### src/rtl/gray_pkg.sv
// Shared definitions for the binary/Gray converter.
// Provides the default code width, the conversion-direction enum and reference
// conversion helpers. The helpers work on GRAY_W_MAX-bit words. Narrower
// operands are zero-extended first, and the leading zeros do not change the
// result.
package gray_pkg;

    localparam int GRAY_W_DEFAULT = 4;
    localparam int GRAY_W_MAX     = 32;

    typedef enum logic {
        DIR_B2G = 1'b0,
        DIR_G2B = 1'b1
    } dir_e;

    function automatic logic [GRAY_W_MAX-1:0] bin2gray(input logic [GRAY_W_MAX-1:0] b);
        return b ^ (b >> 1);
    endfunction

    function automatic logic [GRAY_W_MAX-1:0] gray2bin(input logic [GRAY_W_MAX-1:0] g);
        logic [GRAY_W_MAX-1:0] b;
        b[GRAY_W_MAX-1] = g[GRAY_W_MAX-1];
        for (int i = GRAY_W_MAX - 2; i >= 0; i--) begin
            b[i] = b[i+1] ^ g[i];
        end
        return b;
    endfunction

    // A value with exactly one bit set is non-zero and has no bit left after
    // its lowest set bit is cleared.
    function automatic logic popcount_is_one(input logic [GRAY_W_MAX-1:0] x);
        return (x != '0) && ((x & (x - GRAY_W_MAX'(1))) == '0);
    endfunction

endpackage

### src/rtl/day_9_binary_to_gray_code_if.sv
// Data/strobe bundle for the binary/Gray converter.
// Signal names are given from the converter's point of view.
//   valid_i : qualifies dir_i/bin_i
//   dir_i   : 0 = binary->Gray, 1 = Gray->binary
//   bin_i   : input word
//   gray_o  : registered converted word
//   valid_o : gray_o updated this cycle
//   adj_o   : consecutive encodes differ by exactly one bit
// slave  : the converter
// master : the producer/consumer driving it
interface day_9_binary_to_gray_code_if #(
    parameter int WIDTH = 4
);
    logic             valid_i;
    logic             dir_i;
    logic [WIDTH-1:0] bin_i;
    logic [WIDTH-1:0] gray_o;
    logic             valid_o;
    logic             adj_o;

    modport slave (
        input  valid_i, dir_i, bin_i,
        output gray_o, valid_o, adj_o
    );

    modport master (
        output valid_i, dir_i, bin_i,
        input  gray_o, valid_o, adj_o
    );
endinterface

### src/rtl/gray_to_bin_prefix.sv
// Combinational Gray-to-binary decoder.
//   gray_i : WIDTH-bit reflected Gray word
//   bin_o  : WIDTH-bit binary word
// Each binary bit is the XOR of all Gray bits at or above its position.
// Each bit is computed from its own slice of gray_i, not by chaining through
// the neighbouring output bit. This gives the same prefix-XOR result without
// a self-referencing vector.
module gray_to_bin_prefix #(
    parameter int WIDTH = 4
) (
    input  logic [WIDTH-1:0] gray_i,
    output logic [WIDTH-1:0] bin_o
);

    for (genvar i = 0; i < WIDTH; i++) begin : g_bit
        assign bin_o[i] = ^gray_i[WIDTH-1:i];
    end

endmodule

### src/rtl/day_9_binary_to_gray_code.sv
// Registered binary<->Gray converter with a one-bit adjacency checker.
//   clk_i  : clock, rising edge
//   rst_ni : asynchronous active-low reset
//   bus    : slave side of day_9_binary_to_gray_code_if
//            (valid_i, dir_i, bin_i in; gray_o, valid_o, adj_o out)
// Latency is one cycle, and the converter accepts one word per cycle.
// Only encoded words take part in the adjacency history. Decoded words
// always report adj_o=0 and do not change that history.
// The supported range of WIDTH is 2 to GRAY_W_MAX.
module day_9_binary_to_gray_code
    import gray_pkg::*;
#(
    parameter int WIDTH = GRAY_W_DEFAULT
) (
    input  logic                            clk_i,
    input  logic                            rst_ni,
    day_9_binary_to_gray_code_if.slave      bus
);

    logic [WIDTH-1:0] gray_enc;
    logic [WIDTH-1:0] bin_dec;

    logic [WIDTH-1:0] gray_q, gray_d;
    logic [WIDTH-1:0] last_gray_q, last_gray_d;
    logic             valid_q, valid_d;
    logic             adj_q, adj_d;
    logic             first_q, first_d;

    assign gray_enc = WIDTH'(bin2gray(GRAY_W_MAX'(bus.bin_i)));

    gray_to_bin_prefix #(
        .WIDTH (WIDTH)
    ) u_dec (
        .gray_i (bus.bin_i),
        .bin_o  (bin_dec)
    );

    always_comb begin
        gray_d      = gray_q;
        last_gray_d = last_gray_q;
        valid_d     = 1'b0;
        adj_d       = adj_q;
        first_d     = first_q;
        if (bus.valid_i) begin
            valid_d = 1'b1;
            if (bus.dir_i == DIR_B2G) begin
                gray_d      = gray_enc;
                // There is no previous encode to compare against right after reset.
                adj_d       = !first_q &&
                              popcount_is_one(GRAY_W_MAX'(gray_enc ^ last_gray_q));
                last_gray_d = gray_enc;
                first_d     = 1'b0;
            end else begin
                gray_d = bin_dec;
                adj_d  = 1'b0;
            end
        end
    end

    always_ff @(posedge clk_i or negedge rst_ni) begin
        if (!rst_ni) begin
            gray_q      <= '0;
            last_gray_q <= '0;
            valid_q     <= 1'b0;
            adj_q       <= 1'b0;
            first_q     <= 1'b1;
        end else begin
            gray_q      <= gray_d;
            last_gray_q <= last_gray_d;
            valid_q     <= valid_d;
            adj_q       <= adj_d;
            first_q     <= first_d;
        end
    end

    assign bus.gray_o  = gray_q;
    assign bus.valid_o = valid_q;
    assign bus.adj_o   = adj_q;

endmodule

### src/flat_wrapper.sv
// flat-port wrapper written by rule: the top's interface ports become plain ports
module day_9_binary_to_gray_code_flat import gray_pkg::*;
#(
    parameter int WIDTH = GRAY_W_DEFAULT
)
  (clk_i, rst_ni, bus_valid_i, bus_dir_i, bus_bin_i, bus_gray_o, bus_valid_o, bus_adj_o);
  day_9_binary_to_gray_code_if #(.WIDTH(WIDTH)) bus_i ();
  input  logic clk_i;
  input  logic rst_ni;
  input wire logic [$bits(bus_i.valid_i)-1:0] bus_valid_i;
  input wire logic [$bits(bus_i.dir_i)-1:0] bus_dir_i;
  input wire logic [$bits(bus_i.bin_i)-1:0] bus_bin_i;
  output wire logic [$bits(bus_i.gray_o)-1:0] bus_gray_o;
  output wire logic [$bits(bus_i.valid_o)-1:0] bus_valid_o;
  output wire logic [$bits(bus_i.adj_o)-1:0] bus_adj_o;
  assign bus_i.valid_i = bus_valid_i;
  assign bus_i.dir_i = bus_dir_i;
  assign bus_i.bin_i = bus_bin_i;
  assign bus_gray_o = bus_i.gray_o;
  assign bus_valid_o = bus_i.valid_o;
  assign bus_adj_o = bus_i.adj_o;
  day_9_binary_to_gray_code #(.WIDTH(WIDTH)) u_core (.clk_i(clk_i), .rst_ni(rst_ni), .bus(bus_i));
endmodule
### config.mk
export PLATFORM = sky130hd
export DESIGN_NAME = day_9_binary_to_gray_code_flat
export DESIGN_NICKNAME = d
export VERILOG_FILES = /design/src/rtl/gray_pkg.sv /design/src/rtl/day_9_binary_to_gray_code_if.sv /design/src/rtl/gray_to_bin_prefix.sv /design/src/rtl/day_9_binary_to_gray_code.sv /design/src/flat_wrapper.sv
export SDC_FILE = /design/constraint.sdc
export NUM_CORES = 1
export LEC_CHECK = 0
export CORE_MARGIN = 3
export CORE_UTILIZATION = 37
export DETAILED_ROUTE_END_ITERATION = 6
export GPL_ROUTABILITY_DRIVEN = 0
export PLACE_DENSITY = 0.73
export SLEW_MARGIN = 25
export SYNTH_ARGS = -nofsm -noshare
export SYNTH_HDL_FRONTEND = slang
export SYNTH_SLANG_ARGS = --single-unit
export TNS_END_PERCENT = 5
### constraint.sdc
create_clock -name clk_i -period 2.2 [get_ports clk_i]
set_clock_uncertainty 0.15 [all_clocks]
set_input_delay 0.44 -clock clk_i [delete_from_list [all_inputs] [get_ports clk_i]]
set_output_delay 0.44 -clock clk_i [all_outputs]
set_load 0.02 [all_outputs]
==> reports/metrics.cfg <==
[status]
status=finished clean

[routing]
post-route-drc-count=0
drt-total-wl_um=991
vias_per_cell=4.79
num_vias=412
first_pass_iters=4
post_drt_wl_per_cell_um=11.5
first_iter_violations=5
drtAntennaViolNets=0

[yosys]
synthDistinctLibCells=23
syn_avg_cell_area_um2=10.5
synth.net_count=62
ys_seq_area_share_pct=48.8
synth_area_leaders=dfrtp_1 44%, xnor2_1 9.3%, mux2_2 7.9%
syn-instance-count=54
ys_warn_count=0
synth.top_cell.area_share_pct=44.2
synth_area_um2=567
yosysTopAreaCell=dfrtp_1
ys_ff_latch=11

[flow_run]
cap_violations=0

[critical_path]
crit_family=buffers and inverters
cp-start-kind=input port
max_stage_delay_ps=520
endpoint_kind=register
cp_slowest_cell=clkdlybuf4s50_1
r2r_cells=5
r2r_end=u_core.bus.adj_o
critPathKind=input port to register
path_cells=clkdlybuf4s50_1 -> xor2_1 -> or3_1 -> nand2_1 -> xnor2_1 -> o22ai_1
cp_max_fo=4
crit_required_ps=2200
r2r-start=u_core.last_gray_q[1]
path_buf_inv=1
r2r_slack_ps=730
crit_cells=6
arrival_ps=1830

[clock_network]
cts_tree=yes
ctsHtreeMaxLevel=1
cts_num_sinks=11
cts_made_buffers=3
hold_buffers=0
clk_pin_slew_ps=70
cts-resized-gates=0
cts_root_buf=clkbuf_4
clk_path_buf_depth=2
clk_latency_ps=260
post_cts_buffers=0

[global_routing]
antenna_found_initial=0
grt_pass1_wl_mm=1.57
grt_use_total_pct=10.9
grt_pass1_vias=381
grt_start_max_net_pins=12
overflow=0

[die]
io_pins=14
coreArea_um2=1370
dieArea_um2=2040
die_h_um=45.1
num_rows=13
start_util_pct=41.5
die_w_um=45.1

[timing]
finalSetupViolations=0
max_freq_ghz=0.546
post-route-period-util_pct=83.3
final_max_slew_viol_count=0
tns_ps=0
slew_headroom_pct=67.1
worstMarginPinSlew_ps=492
rsz0062_at_grt=no
period_needed_ps=1830
hold_viol=0

[layout]
regArea_um2=277
fill_cells=125
area_growth_pct=31.3
diodes=0
final_util_pct=54.5
final_cell_mix=13 x clkdlybuf4s50_1, 10 x dfrtp_1, 7 x nand2_1
drive_gt1_share_pct=18.3
multiInputGateArea_um2=265
final_common_cell=clkdlybuf4s50_1
final_nets=80

[pwr]
p_leak_nw=0.310
ir_drop_v=0.000401
p_per_area_nw_per_um2=723

[place]
place.port_buffers=13
dp_hpwl_um=784

[min_path]
hold_class=input port to asynchronous set/reset pin

registers in the layout, summed over array words and instances (netlist names):
name,flops
u_core.bus.valid_o,1
u_core.last_gray_q,4
u_core.first_q,1
u_core.bus.gray_o,4
u_core.bus.adj_o,1
stage by stage:
step / std cells / total power [mW] / instance area (µm²) / hold slack [ps] / worst slack (ps)
final: 86 / 0.539 / 744 / 352 / 367
after global placement: 82 / 0.407 / 717 / 341 / 135
after detailed placement: 82 / 0.411 / 717 / 343 / 92.9
after CTS: 86 / 0.550 / 744 / 357 / 374
after floorplan: 54 / 0.344 / 567 / -5.59 / 728
after global routing: 86 / 0.577 / 744 / 371 / 291
worst max path at each step:
stage | start | end | slack (ps)
2_1_floorplan | bus_bin_i[2] | u_core.bus.adj_o | 730
3_3_place_gp | bus_bin_i[2] | u_core.bus.adj_o | 130
3_5_place_dp | bus_bin_i[2] | u_core.bus.adj_o | 90
4_1_cts | bus_bin_i[2] | u_core.bus.adj_o | 370
5_1_grt | bus_bin_i[2] | u_core.bus.adj_o | 290
6_report | bus_bin_i[2] | u_core.bus.adj_o | 370
per-layer routing:
layer	share of wire [%]	global-route usage [%]	vias to the layer above	wire (µm)
li1	-	-	216	-
met1	48	13.8	184	472
met2	45	17.2	12	450
met3	6.9	5.98	0	68
met4	0	0	0	0
met5	0	0	-	0
report_power, final:
group | switching [mW] | leakage [nW] | internal, mW
clock | 0.0673 | 0.0177 | 0.0672
sequential | 0.0151 | 0.131 | 0.229
combinational | 0.0759 | 0.162 | 0.0843
total | 0.158 | 0.310 | 0.380
final cells by class:
class	count	share of cell area, %
sequential	11	37.1
inverter	1	0.504
tap	15	2.52
multi-input combinational	39	35.6
clock inverter	1	0.672
timing repair buffer	16	20.5
clock buffer	3	3.03
kinds of logic after synthesis:
family	synth area share [%]
AOI/OAI and AO/OA	8.61
buffers and inverters	4.41
xor gates and xnor gates	13.9
DFF	48.8
muxes	7.95
and+or+nand+nor	16.3
cell usage after synthesis, drive strengths merged:
| library cell | count |
|---|---|
| o21ai | 5 |
| xnor2 | 6 |
| or3 | 1 |
| and3b | 1 |
| xor2 | 3 |
| mux2 | 4 |
| nand2b | 1 |
| nor3b | 1 |
| nor2b | 1 |
| o21a | 1 |
| buf | 3 |
| nor2 | 2 |
| a21oi | 2 |
| dfrtp | 10 |
| nor4 | 1 |
| nand3 | 1 |
| dfstp | 1 |
| nand2 | 7 |
| inv | 1 |
| o22ai | 1 |
| and2 | 1 |
(Power assumes the default switching activity.)
